--- src/rtl/mac_weight_scheduler_if.sv ---
`default_nettype none
// +--------------------------------------------------------------------------+
// | Module   : mac_weight_scheduler_if                                       |
// | Brief    : Start/request, weight-SRAM and win-bus signals of the         |
// |            weight scheduler. stall_cycles exists with MAC_SCHED_PERF_EN. |
// | Revision : 1.0 - initial release                                         |
// +--------------------------------------------------------------------------+
interface mac_weight_scheduler_if #(
   parameter int NUM_MACS   = 4,
   parameter int DATA_SIZE  = 8,
   parameter int ADDR_WIDTH = 8
);
   logic                  start;
   logic [NUM_MACS-1:0]   win_request;
   logic                  mem_rd_en;
   logic [ADDR_WIDTH-1:0] mem_addr;
   logic [DATA_SIZE-1:0]  mem_rd_data;
   logic [DATA_SIZE-1:0]  win;
   logic [NUM_MACS-1:0]   win_valid;
   logic                  busy;
   logic                  done;
   logic                  instr;
`ifdef MAC_SCHED_PERF_EN
   logic [15:0]           stall_cycles;

   modport master (
      input  start, win_request, mem_rd_data,
      output mem_rd_en, mem_addr, win, win_valid, busy, done, instr, stall_cycles
   );
   modport slave (
      output start, win_request, mem_rd_data,
      input  mem_rd_en, mem_addr, win, win_valid, busy, done, instr, stall_cycles
   );
`else
   modport master (
      input  start, win_request, mem_rd_data,
      output mem_rd_en, mem_addr, win, win_valid, busy, done, instr
   );
   modport slave (
      output start, win_request, mem_rd_data,
      input  mem_rd_en, mem_addr, win, win_valid, busy, done, instr
   );
`endif
endinterface
`default_nettype wire

--- src/rtl/mac_weight_scheduler.sv ---
`default_nettype none
// +--------------------------------------------------------------------------+
// | Module   : mac_weight_scheduler                                          |
// | Brief    : Round-robin weight loader for a row of mac units; optional    |
// |            stall counter enabled by the MAC_SCHED_PERF_EN macro.         |
// | Revision : 1.0 - initial release                                         |
// +--------------------------------------------------------------------------+
module mac_weight_scheduler #(
   parameter int NUM_MACS        = 4,
   parameter int DATA_SIZE       = 8,
   parameter int ADDR_WIDTH      = 8,
   parameter int WEIGHTS_PER_MAC = 16
) (
   input wire logic               clk,
   input wire logic               rst,
   mac_weight_scheduler_if.master bus
);
   localparam int IDX_W = (NUM_MACS > 1) ? $clog2(NUM_MACS) : 1;
   localparam int CNT_W = $clog2(WEIGHTS_PER_MAC + 1);
   localparam logic [CNT_W-1:0] c_cnt_full  = CNT_W'(WEIGHTS_PER_MAC);
   localparam logic [IDX_W-1:0] c_last_init = IDX_W'(NUM_MACS - 1);

   typedef enum logic [2:0] {
      S_IDLE    = 3'd0,
      S_ARB     = 3'd1,
      S_READ    = 3'd2,
      S_DELIVER = 3'd3,
      S_DONE    = 3'd4
   } state_t;

   state_t                r_state;
   state_t                w_state_nxt;
   logic [CNT_W-1:0]      r_cnt [NUM_MACS];
   logic [IDX_W-1:0]      r_last;
   logic [IDX_W-1:0]      r_g;
   logic                  r_mem_rd_en;
   logic [ADDR_WIDTH-1:0] r_mem_addr;
   logic                  r_instr;

   logic [NUM_MACS-1:0]   w_full;
   logic [NUM_MACS-1:0]   w_eligible;
   logic                  w_all_full;
   logic                  w_grant_ok;
   logic [IDX_W-1:0]      w_grant_idx;
   logic [IDX_W-1:0]      w_cand;
   logic [ADDR_WIDTH-1:0] w_mem_addr;
   logic [DATA_SIZE-1:0]  w_win;
   logic [NUM_MACS-1:0]   w_win_valid;
   logic                  w_busy;
   logic                  w_done;

   for (genvar gi = 0; gi < NUM_MACS; gi++) begin : g_unit
      assign w_full[gi]     = (r_cnt[gi] == c_cnt_full);
      assign w_eligible[gi] = bus.win_request[gi] && !w_full[gi];
   end

   assign w_all_full = &w_full;

   // Search starts one past the last served unit so every requester gets a turn.
   always_comb begin
      w_grant_ok  = 1'b0;
      w_grant_idx = '0;
      w_cand      = '0;
      for (int k = 0; k < NUM_MACS; k++) begin
         w_cand = IDX_W'((int'(r_last) + k + 1) % NUM_MACS);
         if (!w_grant_ok && w_eligible[w_cand]) begin
            w_grant_ok  = 1'b1;
            w_grant_idx = w_cand;
         end
      end
   end

   assign w_mem_addr = ADDR_WIDTH'(int'(w_grant_idx) * WEIGHTS_PER_MAC
                                   + int'(r_cnt[w_grant_idx]));

   always_ff @(posedge clk) begin
      if (rst) begin
         r_state <= S_IDLE;
      end else begin
         r_state <= w_state_nxt;
      end
   end

   always_comb begin
      w_state_nxt = r_state;
      w_busy      = 1'b1;
      w_done      = 1'b0;
      w_win       = '0;
      w_win_valid = '0;
      case (r_state)
         S_IDLE: begin
            w_busy = 1'b0;
            if (bus.start) w_state_nxt = S_ARB;
         end
         S_ARB: begin
            if (w_all_full)      w_state_nxt = S_DONE;
            else if (w_grant_ok) w_state_nxt = S_READ;
         end
         S_READ: w_state_nxt = S_DELIVER;
         S_DELIVER: begin
            w_win       = bus.mem_rd_data;
            w_win_valid = NUM_MACS'(1) << r_g;
            w_state_nxt = S_ARB;
         end
         S_DONE: begin
            w_done      = 1'b1;
            w_state_nxt = S_IDLE;
         end
         default: w_state_nxt = S_IDLE;
      endcase
   end

   // Read strobe and address live for exactly the READ cycle; zero otherwise.
   always_ff @(posedge clk) begin
      if (rst) begin
         for (int i = 0; i < NUM_MACS; i++) r_cnt[i] <= '0;
         r_last      <= c_last_init;
         r_g         <= '0;
         r_mem_rd_en <= 1'b0;
         r_mem_addr  <= '0;
         r_instr     <= 1'b0;
      end else begin
         r_mem_rd_en <= 1'b0;
         r_mem_addr  <= '0;
         case (r_state)
            S_IDLE: begin
               for (int i = 0; i < NUM_MACS; i++) r_cnt[i] <= '0;
               r_last <= c_last_init;
               if (bus.start) r_instr <= 1'b0;
            end
            S_ARB: begin
               if (!w_all_full && w_grant_ok) begin
                  r_g         <= w_grant_idx;
                  r_mem_rd_en <= 1'b1;
                  r_mem_addr  <= w_mem_addr;
               end
            end
            S_DELIVER: begin
               r_cnt[r_g] <= r_cnt[r_g] + CNT_W'(1);
               r_last     <= r_g;
            end
            S_DONE: r_instr <= 1'b1;
            default: ;
         endcase
      end
   end

`ifdef MAC_SCHED_PERF_EN
   logic [15:0] r_stall;

   always_ff @(posedge clk) begin
      if (rst) begin
         r_stall <= '0;
      end else if (r_state == S_IDLE && bus.start) begin
         r_stall <= '0;
      end else if (r_state == S_ARB && !w_grant_ok && !w_all_full && r_stall != 16'hFFFF) begin
         r_stall <= r_stall + 16'd1;
      end
   end

   assign bus.stall_cycles = r_stall;
`endif

   assign bus.mem_rd_en = r_mem_rd_en;
   assign bus.mem_addr  = r_mem_addr;
   assign bus.win       = w_win;
   assign bus.win_valid = w_win_valid;
   assign bus.busy      = w_busy;
   assign bus.done      = w_done;
   assign bus.instr     = r_instr;

endmodule
`default_nettype wire

--- src/flat_wrapper.sv ---
// flat-port wrapper written by rule: the top's interface ports become plain ports
module mac_weight_scheduler_flat 
#(
   parameter int NUM_MACS        = 4,
   parameter int DATA_SIZE       = 8,
   parameter int ADDR_WIDTH      = 8,
   parameter int WEIGHTS_PER_MAC = 16
)
  (clk, rst, bus_start, bus_win_request, bus_mem_rd_data, bus_mem_rd_en, bus_mem_addr, bus_win, bus_win_valid, bus_busy, bus_done, bus_instr);
  mac_weight_scheduler_if #(.NUM_MACS(NUM_MACS), .DATA_SIZE(DATA_SIZE), .ADDR_WIDTH(ADDR_WIDTH)) bus_i ();
  input wire logic clk;
  input wire logic rst;
  input wire logic [$bits(bus_i.start)-1:0] bus_start;
  input wire logic [$bits(bus_i.win_request)-1:0] bus_win_request;
  input wire logic [$bits(bus_i.mem_rd_data)-1:0] bus_mem_rd_data;
  output wire logic [$bits(bus_i.mem_rd_en)-1:0] bus_mem_rd_en;
  output wire logic [$bits(bus_i.mem_addr)-1:0] bus_mem_addr;
  output wire logic [$bits(bus_i.win)-1:0] bus_win;
  output wire logic [$bits(bus_i.win_valid)-1:0] bus_win_valid;
  output wire logic [$bits(bus_i.busy)-1:0] bus_busy;
  output wire logic [$bits(bus_i.done)-1:0] bus_done;
  output wire logic [$bits(bus_i.instr)-1:0] bus_instr;
  assign bus_i.start = bus_start;
  assign bus_i.win_request = bus_win_request;
  assign bus_i.mem_rd_data = bus_mem_rd_data;
  assign bus_mem_rd_en = bus_i.mem_rd_en;
  assign bus_mem_addr = bus_i.mem_addr;
  assign bus_win = bus_i.win;
  assign bus_win_valid = bus_i.win_valid;
  assign bus_busy = bus_i.busy;
  assign bus_done = bus_i.done;
  assign bus_instr = bus_i.instr;
  mac_weight_scheduler #(.NUM_MACS(NUM_MACS), .DATA_SIZE(DATA_SIZE), .ADDR_WIDTH(ADDR_WIDTH), .WEIGHTS_PER_MAC(WEIGHTS_PER_MAC)) u_core (.clk(clk), .rst(rst), .bus(bus_i));
endmodule
--- config.mk ---
export PLATFORM = sky130hd
export DESIGN_NAME = mac_weight_scheduler_flat
export DESIGN_NICKNAME = d
export VERILOG_FILES = /design/src/rtl/mac_weight_scheduler_if.sv /design/src/rtl/mac_weight_scheduler.sv /design/src/flat_wrapper.sv
export SDC_FILE = /design/constraint.sdc
export NUM_CORES = 1
export LEC_CHECK = 0
export BUFFER_PORTS_ARGS = -buffer_cell sky130_fd_sc_hd__buf_2
export CAP_MARGIN = 20
export CORE_MARGIN = 8
export CORE_UTILIZATION = 40
export CTS_CLUSTER_SIZE = 40
export DETAILED_ROUTE_END_ITERATION = 12
export PLACE_DENSITY_LB_ADDON = 0.08
export SLEW_MARGIN = 10
export SYNTH_ARGS = -nofsm -noshare
export SYNTH_HDL_FRONTEND = slang
export SYNTH_SLANG_ARGS = --single-unit
--- constraint.sdc ---
create_clock -name clk -period 3.57 [get_ports clk]
set_input_delay 0.5355 -clock clk [delete_from_list [all_inputs] [get_ports clk]]
set_output_delay 0.5355 -clock clk [all_outputs]
set_load 0.01 [all_outputs]
# ---- After elaboration in Yosys (flattened, before gate mapping)
# Memories as Yosys holds them, arrays and structs flattened. A register that Yosys moved wholly into a read port is not among the register bits.
# Cells that the tools add are included.
dict set report totals {
  mem_bits_rw 20
  output_inout_bits 24
  reg_bits 17
  wordCells 107
  rom_bits 0
  latchBits 0
  memories 1
}
# memory words width read_ports rd_ports_with_merged_regs write_ports line_no
set memory_table {}
lappend memory_table {u_core.r_cnt 4 5 6 1 4 mac_weight_scheduler.sv:33} ;# logic [CNT_W-1:0] r_cnt [NUM_MACS];
dict set report classes {
  mul 0
  n_addsub 8
  n_reduce_logical 26
  div 0
  n_mux 45
  n_lt_le_gt_ge 4
  n_shift 1
  n_bitwise 6
  n_eq_ne 10
}
# operator count
set op_table {}
lappend op_table {{two-way mux 5 bit} 5}
lappend op_table {{two-way mux 1 bit} 21}
lappend op_table {{== test 5 bit, second input constant} 4}
lappend op_table {{two-way mux 2 bit} 7}
lappend op_table {{less-than comparator 2 x 3 -> 1 bit, second input constant} 4}
lappend op_table {{case mux 3 bit (4 select lines)} 1}
lappend op_table {{adder 2 bit, second input constant} 5}
lappend op_table {{two-way mux 3 bit} 3}
lappend op_table {{binary-select mux 1 bit (select 2 bit)} 4}
lappend op_table {{logical AND 1 bit} 8}
lappend op_table {{zero test 1 bit} 8}
lappend op_table {{two-way mux 8 bit} 1}
lappend op_table {{adder 6 x 5 -> 7 bit} 1}
lappend op_table {{== test 3 x 2 -> 1 bit, second input constant} 2}
lappend op_table {{AND reduction 2 bit} 3}
lappend op_table {{adder 5 x 1 -> 5 bit, second input constant} 1}
lappend op_table {{OR reduction 5 bit} 1}
lappend op_table {{two-way mux 4 bit} 1}
lappend op_table {{OR 1 bit} 4}
lappend op_table {{case mux 2 bit (2 select lines)} 1}
lappend op_table {{AND reduction 4 bit} 1}
lappend op_table {{nonzero test 2 bit} 2}
lappend op_table {{<< shifter 1 x 2 -> 4 bit, first input constant} 1}
lappend op_table {{== test 3 x 1 -> 1 bit, second input constant} 1}
lappend op_table {{other kinds (9)} 10}

# ---- Longest topological paths before layout
# Gate-level depths: netlist of the first run.
# An unclocked memory read counts as a cell.
dict set report logic_depth {
  depth_word 20
  ltp_mapped 10
  mapped_depth_nobuf 9
}

# ---- Least setup slack after synthesis of the first run
# OpenSTA, ideal clock, no wires.
dict set report synth_timing {
  kind {register to register}
  startpoint {memory u_core.r_cnt[1][1] in the netlist's numbering}
  endpoint {register u_core.r_mem_addr[5] (netlist: u_core.bus.mem_addr[5])}
  path_slack_ns 0.944
  arrival_ns 2.511
  setup_time_ns 0.115
  stages_incl_launch_ff 11
  path_buffers 1
  cell_sequence {edfxtp_1 > or4b_4 > o21a_4 > o221a_4 > nor2_4 > buf_12 > mux2i_1 > mux2i_1 > ha_1 > ha_1 > and2_1}
}
# item line_no
set synth_lines {}
lappend synth_lines {{from (decl)} mac_weight_scheduler.sv:33}
lappend synth_lines {{to (signal assigned)} mac_weight_scheduler.sv:135} ;# r_mem_addr <= w_mem_addr;
lappend synth_lines {{to (decl)} mac_weight_scheduler.sv:37} ;# logic [ADDR_WIDTH-1:0] r_mem_addr;

==> metrics.md, run 1 <==
| Metric | Value |
|---|---|
| Outcome | complete, no violations |
| Synth Net Count | 203 |
| Most common cell in the netlist | nor2_1 |
| Worst-Skew Late Latency | 0.29 ns |
| # port buffers | 37 |
| Share of cells above drive strength 1 | 0.279 |
| Dpl cells | 284 |
| Actual slew at the worst max-slew pin | 0.716 ns |
| Fmax | 0.347 GHz |
| CTS tree | yes |
| Largest net degree at the start of global routing | 13 |
| Buf/Inv on CP | 0 |
| Slew headroom | 0.517 |
| Setup Viol. Count Final | 0 |
| Global-route wire length before repair | 7450 um |
| Detail Placement HPWL | 3650 um |
| Routed wire length | 4670 um |
| Post-route antenna net violation count | 0 |
| Register bit total from synthesis | 38 |
| GP Congestion | 0.875 |
| Top FF cell, synth | edfxtp_1 |
| Clock sink count | 38 |
| Ranking of synthesized cells by area | edfxtp_1, dfxtp_1, nor2_1, mux2i_1, mux4_2 |
| Post-Syn Area | 2020 um^2 |
| Critical path's slowest cell | or4b_4 |
| Setup repair after global routing missed its margin | no |
| Ports | 39 |
| Die Ht | 87.1 um |
| Tcrit/Tclk final | 0.807 |
| Peak VDD IR | 0.000216 V |
| Share of the synthesized area in the top cell type | 0.297 |
| Final #Nets | 239 |
| CP Cell Sequence | or4b_4 > o21ai_1 > o32ai_1 > nor2_4 > mux2i_1 > mux2i_1 > ha_1 > ha_1 > and2_1 |
| TritonCTS Buffers | 5 |
| Synth area leader | edfxtp_1 |
| Clock share of power | 0.292 |
| Crit start category | register |
| Leakage | 0.000943 uW |
| WP data required | 3.76 ns |
| Die Width | 87.1 um |
| Pwr Total | 969 uW |
| N_diodes | 0 |
| Overall die area | 7580 um^2 |
| 1st-pass router iterations | 4 |
| Synthesis warning total | 0 |
| CTS resizes | 0 |
| Routed length per instance | 16.0 um |
| Postcts setup bufs | 0 |
| Ys async rst share | 0 |
| Utilization after layout | 0.467 |
| Switching share of power | 0.282 |
| Sum of negative setup slack | 0 ns |
| Pint | 696 uW |
| Cell Pwr Density | 417 nW/um^2 |
| Final hold violations | 0 |
| Place WS | 0.709 ns |
| Max stage delay on crit path | 0.58 ns |
| Yosys cell types | 47 |
| Total global-route track usage | 0.129 |
| Starting DRC count in detailed routing | 63 |
| WS Path Type | reg2reg |
| Worst setup EP type | register |
| Starting density of the core | 0.406 |
| Max Cap Violations | 0 |
| Slew Viols, Final | 0 |
| Top delay family on crit path | simple AND/OR/NAND/NOR gates |
| Seq pwr share | 0.542 |
| Total core area | 4980 um^2 |
| Final non-filler cell total | 292 |
| Comb pwr share | 0.166 |
| Arr. time, crit path | 3.07 ns |
| Total grt overflow | 0 |
| Antenna violations before repair | 0 |
| Routed vias | 1520 |
| Row count | 26 |
| Final WS setup | 0.690 ns |
| Net Sw Power | 273 uW |
| Clk slew on worst S/H paths | 0.07 ns |
| Root buf cell | clkbuf_8 |
| Max Buffers Root-to-Sink | 2 |
| Sequential fraction of the synthesis area | 0.476 |
| Via density | 5.21 |
| Vias in the first global route | 1439 |
| Max Fanout on Critical Path | 12 |
| Min-delay worst type | reg2reg |
| Tmin final | 2.88 ns |
| Mapped Cells | 185 |
| Most frequent cells after synthesis | nor2_1, edfxtp_1, dfxtp_1, and2_1, mux2i_1 |
| Hold buffers post-CTS | 0 |
| Clock skew | 0.00424 ns |
| Post-synthesis average cell area | 10.9 um^2 |
| Area Overhead vs Synth | 15.0% |
| H-tree depth | 2 |
| EDFF count, synth | 20 |
| Drt drc | 0 |
==> layout make-up <==
class	count	area, um^2
sequential	38	961
multi-input combinational	136	998
tap	70	87.6
clock inverter	2	8.76
fill	490	2650
clock buffer	6	72.6
inverter	3	11.3
timing repair buffer	37	185
==> registers in the layout, indices dropped and copies added (netlist names), named ones only <==
signal,flops
u_core.r_cnt,20
u_core.bus.mem_addr,7
u_core.r_state,3
u_core.r_g,2
u_core.r_last,2
u_core.bus.instr,1
u_core.bus.mem_rd_en,1
==> cells in the final DEF (no fill, tap or decap), types with 2 or more instances in the layout <==
cell type,count
o22ai_1,6
nor3_1,4
nor2_1,31
a21oi_1,2
nand2b_1,7
edfxtp_1,20
mux4_2,4
and2_1,13
nor4_1,3
or4b_4,2
o221ai_1,2
o21ai_0,5
nand2_1,7
o21a_4,2
nand3_1,4
clkbuf_8,5
inv_1,3
mux2i_1,11
o41a_2,2
buf_2,37
nor2b_1,4
xor2_1,2
ha_1,3
dfxtp_1,18
==> power groups by stage <==
stage	logic [uW]	registers [uW]	clock network (uW)
detailed placement	159	534	0
finish	161	525	283
global placement	159	534	0
global route	177	529	302
floorplan	128	520	0
CTS	161	524	288
==> stage by stage <==
| stage | hold slack (ns) | area [um^2] |
|---|---|---|
| floorplan | 0.518 | 2020 |
| global placement | 0.464 | 2240 |
| detailed placement | 0.480 | 2240 |
| CTS | 0.499 | 2320 |
| global route | 0.544 | 2320 |
| finish | 0.490 | 2320 |
==> worst register-to-register path, cell delays in order (launching register included) <==
cell and delay (ns):
edfxtp_1 0.41, or4b_4 0.58, o21ai_1 0.29, o32ai_1 0.16, nor2_4 0.38, mux2i_1 0.23
mux2i_1 0.11, ha_1 0.21, ha_1 0.28, and2_1 0.13
==> logic make-up (layout without fill, tap and decap cells) <==
kind of cell	after synthesis	after routing	share of synthesized area
fa+ha+maj	3	3	0.0186
simple gates	86	86	0.230
mux	16	16	0.112
flops	38	38	0.476
buf+inv	11	48	0.0303
compound gates	27	27	0.118
xor+xnor	3	3	0.0130
other cells	1	1	0.00186
==> routing by layer <==
metal  wire, um  share of wire  GRT usage  vias up
li1           -              -          -      753
met1       2050           0.44      0.152      712
met2       2230           0.48      0.211       50
met3        316          0.068     0.0415        5
met4         74          0.016     0.0548        0
met5          0              0          0        -
==> worst paths after layout <==
check,start,end,slack (ns),depth (start not counted)
setup reg to reg,u_core.r_cnt[1][1]$_SDFFCE_PN0P_,u_core.bus.mem_addr[5]$_SDFF_PP0_,0.69,9
hold reg to reg,u_core.bus.instr$_SDFFE_PP0P_,u_core.bus.instr$_SDFFE_PP0P_,0.49,2
setup / recovery,u_core.r_cnt[1][1]$_SDFFCE_PN0P_,u_core.bus.mem_addr[5]$_SDFF_PP0_,0.69,9
hold / removal,u_core.bus.instr$_SDFFE_PP0P_,u_core.bus.instr$_SDFFE_PP0P_,0.49,2
No activity file was read; power rests on OpenSTA's default activity.
==> run 2: changes to the inputs <==
clock period = 2.43 ns   (was 3.57 ns; I/O delays follow)
==> metrics.md, run 2 (same netlist as run 1, synthesis figures left out) <==
| Metric | Value |
|---|---|
| Top sig layer | met4 |
| Post-route antenna net violation count | 0 |
| Clk slew on worst S/H paths | 0.09 ns |
| # port buffers | 37 |
| Top delay family on crit path | simple AND/OR/NAND/NOR gates |
| Crit start category | register |
| Hold endpoint | u_core.bus.instr$_SDFFE_PP0P_ |
| Ports | 39 |
| Worst Hold Depth | 4 |
| CP Cell Sequence | or4b_4 > o21a_4 > o221a_4 > nor2_4 > mux2i_1 > mux2i_1 > ha_2 > ha_4 > and2_4 |
| 1st-pass router iterations | 4 |
| Area Overhead vs Synth | 27.7% |
| Sum of negative setup slack | 0 ns |
| Max stage delay on crit path | 0.58 ns |
| Fmax | 0.415 GHz |
| Final #Nets | 266 |
| Max Cap Violations | 0 |
| Total global-route track usage | 0.142 |
| Tmin final | 2.41 ns |
| WS Path Type | reg2reg |
| Critical path's most frequent cell | mux2i_1 |
| Critical path's slowest cell | or4b_4 |
| Peak VDD IR | 0.000424 V |
| Routed length per instance | 16.2 um |
| Filler cells | 485 |
| Register Area | 961 um^2 |
| Reg2reg start | u_core.r_cnt[1][2]$_SDFFCE_PN0P_ |
| Hold wc startpoint | bus_start |
| Min-delay worst type | in2reg |
| Root buf cell | clkbuf_8 |
| Die Width | 87.1 um |
| Vias in the first global route | 1667 |
| Routed wire length | 5160 um |
| Row count | 26 |
| Largest register FFs | 20 |
| Placed cell area | 2430 um^2 |
| Max Buffers Root-to-Sink | 2 |
| Met3 wire length | 315 um |
| TritonCTS Buffers | 5 |
| Clock skew | 0.0102 ns |
| GP Congestion | 0.866 |
| Routed vias | 1667 |
| Clock sink count | 38 |
| Share of cells above drive strength 1 | 0.386 |
| Final non-filler cell total | 319 |
| Drt drc | 0 |
| Leakage | 0.00109 uW |
| Hold buffers post-CTS | 0 |
| Arr. time, crit path | 2.61 ns |
| Utilization after layout | 0.519 |
| Starting density of the core | 0.406 |
| Setup Viol. Count Final | 0 |
| Global-route wire length before repair | 8310 um |
| Detail Placement HPWL | 4140 um |
| R2R depth | 9 |
| N_diodes | 0 |
| Overall die area | 7580 um^2 |
| Pwr Total | 1510 uW |
| Met2 Routed Length | 2480 um |
| Total core area | 4980 um^2 |
| CTS tree | yes |
| Reg-to-reg slack, setup | 0.02 ns |
| H-tree depth | 2 |
| Most frequent cells in the layout | buf_2, nor2_1, buf_4, edfxtp_1, dfxtp_1 |
| Via density | 5.23 |
| Cell Pwr Density | 586 nW/um^2 |
| Slew Viols, Final | 0 |
| Multi-input logic area | 1040 um^2 |
| Largest net degree at the start of global routing | 14 |
| Die Ht | 87.1 um |
| Reg2reg end | u_core.bus.mem_addr[5]$_SDFF_PP0_ |
| WP data required | 2.63 ns |
| Outcome | complete, no violations |
| Worst setup EP type | register |
| Starting DRC count in detailed routing | 88 |
| Total grt overflow | 0 |
| Final instance area | 2580 um^2 |
| Antenna violations before repair | 0 |
| Setup repair after global routing missed its margin | yes |
| Tcrit/Tclk final | 0.992 |
| Worst-Skew Late Latency | 0.29 ns |
| Largest Register | u_core.r_cnt |
| Routed metal-1 wire length | 2230 um |
| Dpl cells | 308 |
| Commonest non-fill, non-tap cell in the layout | buf_2 |
| Buf/Inv on CP | 0 |
| Final hold violations | 0 |
| Max Fanout on Critical Path | 3 |
## run 2: final cells by class
| class | instances | share of cell area |
|---|---|---|
| sequential | 38 | 0.372 |
| clock buffer | 5 | 0.0267 |
| timing repair buffer | 64 | 0.150 |
| inverter | 3 | 0.00436 |
| multi-input combinational | 136 | 0.404 |
| clock inverter | 3 | 0.00824 |
| tap | 70 | 0.0339 |
## run 2: power breakdown
group / switching (uW) / leakage [uW] / internal (uW)
Sequential: 42.5 / 0.000376 / 720
Combinational: 161 / 0.000669 / 152
Clock: 236 / 0.0000403 / 201
## run 2: worst min-delay path: stages
cell and delay [ns]:
buf_2 0.10, nand2_1 0.05, a21oi_1 0.06, nor2_1 0.07
## run 2: how the worst max path moves through the flow
| stage | to | cells past startpoint | slack [ns] | start |
|---|---|---|---|---|
| floorplan | u_core.bus.mem_addr[5]$_SDFF_PP0_ | 10 | -0.16 | u_core.r_cnt[1][2]$_SDFFCE_PN0P_ |
| global placement | u_core.bus.mem_addr[5]$_SDFF_PP0_ | 9 | -0.02 | u_core.r_cnt[1][2]$_SDFFCE_PN0P_ |
| detailed placement | u_core.bus.mem_addr[5]$_SDFF_PP0_ | 9 | -0.09 | u_core.r_cnt[0][3]$_SDFFCE_PN0P_ |
| CTS | u_core.bus.mem_addr[5]$_SDFF_PP0_ | 9 | -0.003 | u_core.r_cnt[1][3]$_SDFFCE_PN0P_ |
| global route | u_core.bus.mem_addr[5]$_SDFF_PP0_ | 9 | -0.07 | u_core.r_cnt[1][2]$_SDFFCE_PN0P_ |
| finish | u_core.bus.mem_addr[5]$_SDFF_PP0_ | 9 | 0.02 | u_core.r_cnt[1][2]$_SDFFCE_PN0P_ |
## run 2: through the flow
| stage | hold slack, ns | setup slack, ns |
|---|---|---|
| after floorplan | 0.469 | -0.156 |
| after global placement | 0.463 | -0.0156 |
| after detailed placement | 0.481 | -0.0880 |
| after CTS | 0.389 | -0.00319 |
| after global routing | 0.416 | -0.0655 |
| final | 0.392 | 0.0194 |
## run 2: per-layer routing
layer  vias up  track usage
met1       795        0.174
li1        796            -
met5         -            0
met3        13       0.0377
met2        63        0.231
met4         0       0.0579
## run 2: repair_timing
action | 4_1_cts | 5_1_grt
setup endpoints to repair | 1 | 3
gates resized for setup | 5 | 1
setup buffers | 2 | 1
pin swaps | 3 | 1
==> run 3: changes to the inputs <==
ABC_AREA = 1   (was unset)
CORE_UTILIZATION = 51   (was 40)
==> metrics.md, run 3 <==
| Metric | Value |
|---|---|
| Ranking of synthesized cells by area | edfxtp_1, dfxtp_1, nor2_1, nand2_1, inv_1 |
| Overall die area | 6910 um^2 |
| CP Cell Sequence | nor2_1 > nand3_2 > nand3_2 > nand3_2 > nand2_4 > buf_4 > nand3_2 > nor2_4 > nor2_8 > inv_2 > o211ai_2 > nand2_1 > ha_2 > ha_4 > inv_1 > nor2_1 |
| Tmin final | 2.29 ns |
| Global-route wire length before repair | 8670 um |
| Fmax | 0.437 GHz |
| Crit start category | register |
| Min-delay worst type | in2reg |
| Max stage delay on crit path | 0.44 ns |
| Share of cells above drive strength 1 | 0.362 |
| # port buffers | 37 |
| Vias in the first global route | 1821 |
| Largest register FFs | 20 |
| Die Width | 83.1 um |
| Clock skew | 0.00527 ns |
| Critical path's most frequent cell | nand3_2 |
| Drt drc | 0 |
| Synth area leader | edfxtp_1 |
| Antenna violations before repair | 0 |
| Ports | 39 |
| Area Overhead vs Synth | 27.2% |
| EDFF count, synth | 20 |
| Worst setup EP type | register |
| Cell Pwr Density | 678 nW/um^2 |
| Setup Viol. Count Final | 0 |
| Share of the synthesized area in the top cell type | 0.261 |
| Max Fanout on Critical Path | 5 |
| Final #Nets | 371 |
| Clk slew on worst S/H paths | 0.08 ns |
| Die Ht | 83.1 um |
| Top FF cell, synth | edfxtp_1 |
| Post-synthesis average cell area | 7.90 um^2 |
| Sequential fraction of the synthesis area | 0.418 |
| Largest Register | u_core.r_cnt |
| Outcome | complete, no violations |
| Row count | 24 |
| N_diodes | 0 |
| Max Buffers Root-to-Sink | 2 |
| Mapped Cells | 291 |
| Final hold violations | 0 |
| Buf/Inv on CP | 3 |
| WS Path Type | reg2reg |
| Synthesis warning total | 0 |
| Slew Viols, Final | 0 |
| Detail Placement HPWL | 4220 um |
| Critical path's slowest cell | edfxtp_1 |
| Total global-route track usage | 0.152 |
| Ys async rst share | 0 |
| Peak VDD IR | 0.000474 V |
| GP Congestion | 0.936 |
| WP data required | 2.62 ns |
| Max Cap Violations | 0 |
| Post-Syn Area | 2300 um^2 |
| Largest net degree at the start of global routing | 16 |
| Root buf cell | clkbuf_8 |
| Utilization after layout | 0.671 |
| Worst-Skew Late Latency | 0.29 ns |
| Arr. time, crit path | 2.48 ns |
| Via density | 5.24 |
| Leakage | 0.00138 uW |
| Pwr Total | 1980 uW |
| Starting density of the core | 0.528 |
| Post-route antenna net violation count | 0 |
| Most frequent cells after synthesis | nor2_1, nand2_1, inv_1, nand3_1, edfxtp_1 |
| Most common cell in the netlist | nor2_1 |
| Total grt overflow | 0 |
| TritonCTS Buffers | 5 |
| Clock sink count | 38 |
| Register bit total from synthesis | 38 |
| CTS tree | yes |
| Routed length per instance | 13.9 um |
| Synth Net Count | 309 |
| Commonest non-fill, non-tap cell in the layout | nor2_1 |
| Routed vias | 2128 |
| Yosys cell types | 38 |
| Worst hold slack | 0.290 ns |
| Most frequent cells in the layout | nor2_1, inv_1, nand2_1, buf_2, buf_4 |
| Hold buffers post-CTS | 0 |
| Total core area | 4350 um^2 |
| Starting DRC count in detailed routing | 149 |
| H-tree depth | 2 |
| Tcrit/Tclk final | 0.942 |
| Top delay family on crit path | simple AND/OR/NAND/NOR gates |
| Routed wire length | 5640 um |
| 1st-pass router iterations | 4 |
## run 3: cell count changes after synthesis, moves of 7 or more
cell / before / now
nand2_1: 7 / 42
mux2i_1: 11 / 0
nor2_1: 31 / 56
nand2_4: 0 / 7
and2_1: 13 / 0
inv_1: 3 / 41
nand3_2: 0 / 7
o21ai_0: 5 / 14
nand2b_1: 7 / 0
nand3_1: 4 / 27
## run 3: final cells by class
cell class	count	area, um^2
Clock inverter	3	63.8
Inverter	48	183
Timing Repair Buffer	59	350
Multi-Input combinational cell	201	1230
Fill cell	374	1430
Tap cell	52	65.1
Clock buffer	5	68.8
Sequential cell	38	962
## run 3: metrics by stage
step                      cells  worst slack, ns  area (um^2)  setup TNS [ns]
after floorplan             291            0.172         2300               0
after global placement      388           0.0557         2600               0
after detailed placement    388           0.0560         2600               0
after CTS                   396           0.0535         2730               0
after global routing        406          -0.0121         2920         -0.0121
final                       406            0.142         2920               0
## run 3: worst paths after layout
path                            cells past startpoint  slack (ns)                                end                              from
worst max-delay path                               16        0.14  u_core.bus.mem_addr[5]$_SDFF_PP0_  u_core.r_cnt[3][1]$_SDFFCE_PN0P_
worst min-delay path                                2        0.29     u_core.r_state[2]$_SDFFE_PP0P_                               rst
worst max register to register                     16        0.14  u_core.bus.mem_addr[5]$_SDFF_PP0_  u_core.r_cnt[3][1]$_SDFFCE_PN0P_
worst min register to register                      2        0.47      u_core.bus.instr$_SDFFE_PP0P_     u_core.bus.instr$_SDFFE_PP0P_
## run 3: logic make-up after synthesis
| group | synth area share |
|---|---|
| xor gates and xnor gates | 0.0185 |
| DFF | 0.418 |
| AOI/OAI and AO/OA | 0.0925 |
| adders and majority gates | 0.0163 |
| buffers and inverters | 0.0980 |
| and+or+nand+nor | 0.355 |
| other | 0.00163 |
## run 3: metal layers
metal,GRT usage,vias to the layer above,wire [um]
met5,0,-,0
met4,0.0687,0,108
met3,0.0488,10,366
met2,0.226,74,2580
met1,0.195,977,2580
li1,-,1067,-
## run 3: timing repair
action | 4_1_cts | 5_1_grt
resized for setup | 0 | 28
setup buffers | 0 | 11
setup endpoints to repair | 0 | 2
## run 3: power breakdown
part           switching [uW]  internal (uW)
clock                     231            406
combinational             342            216
sequential               54.7            733
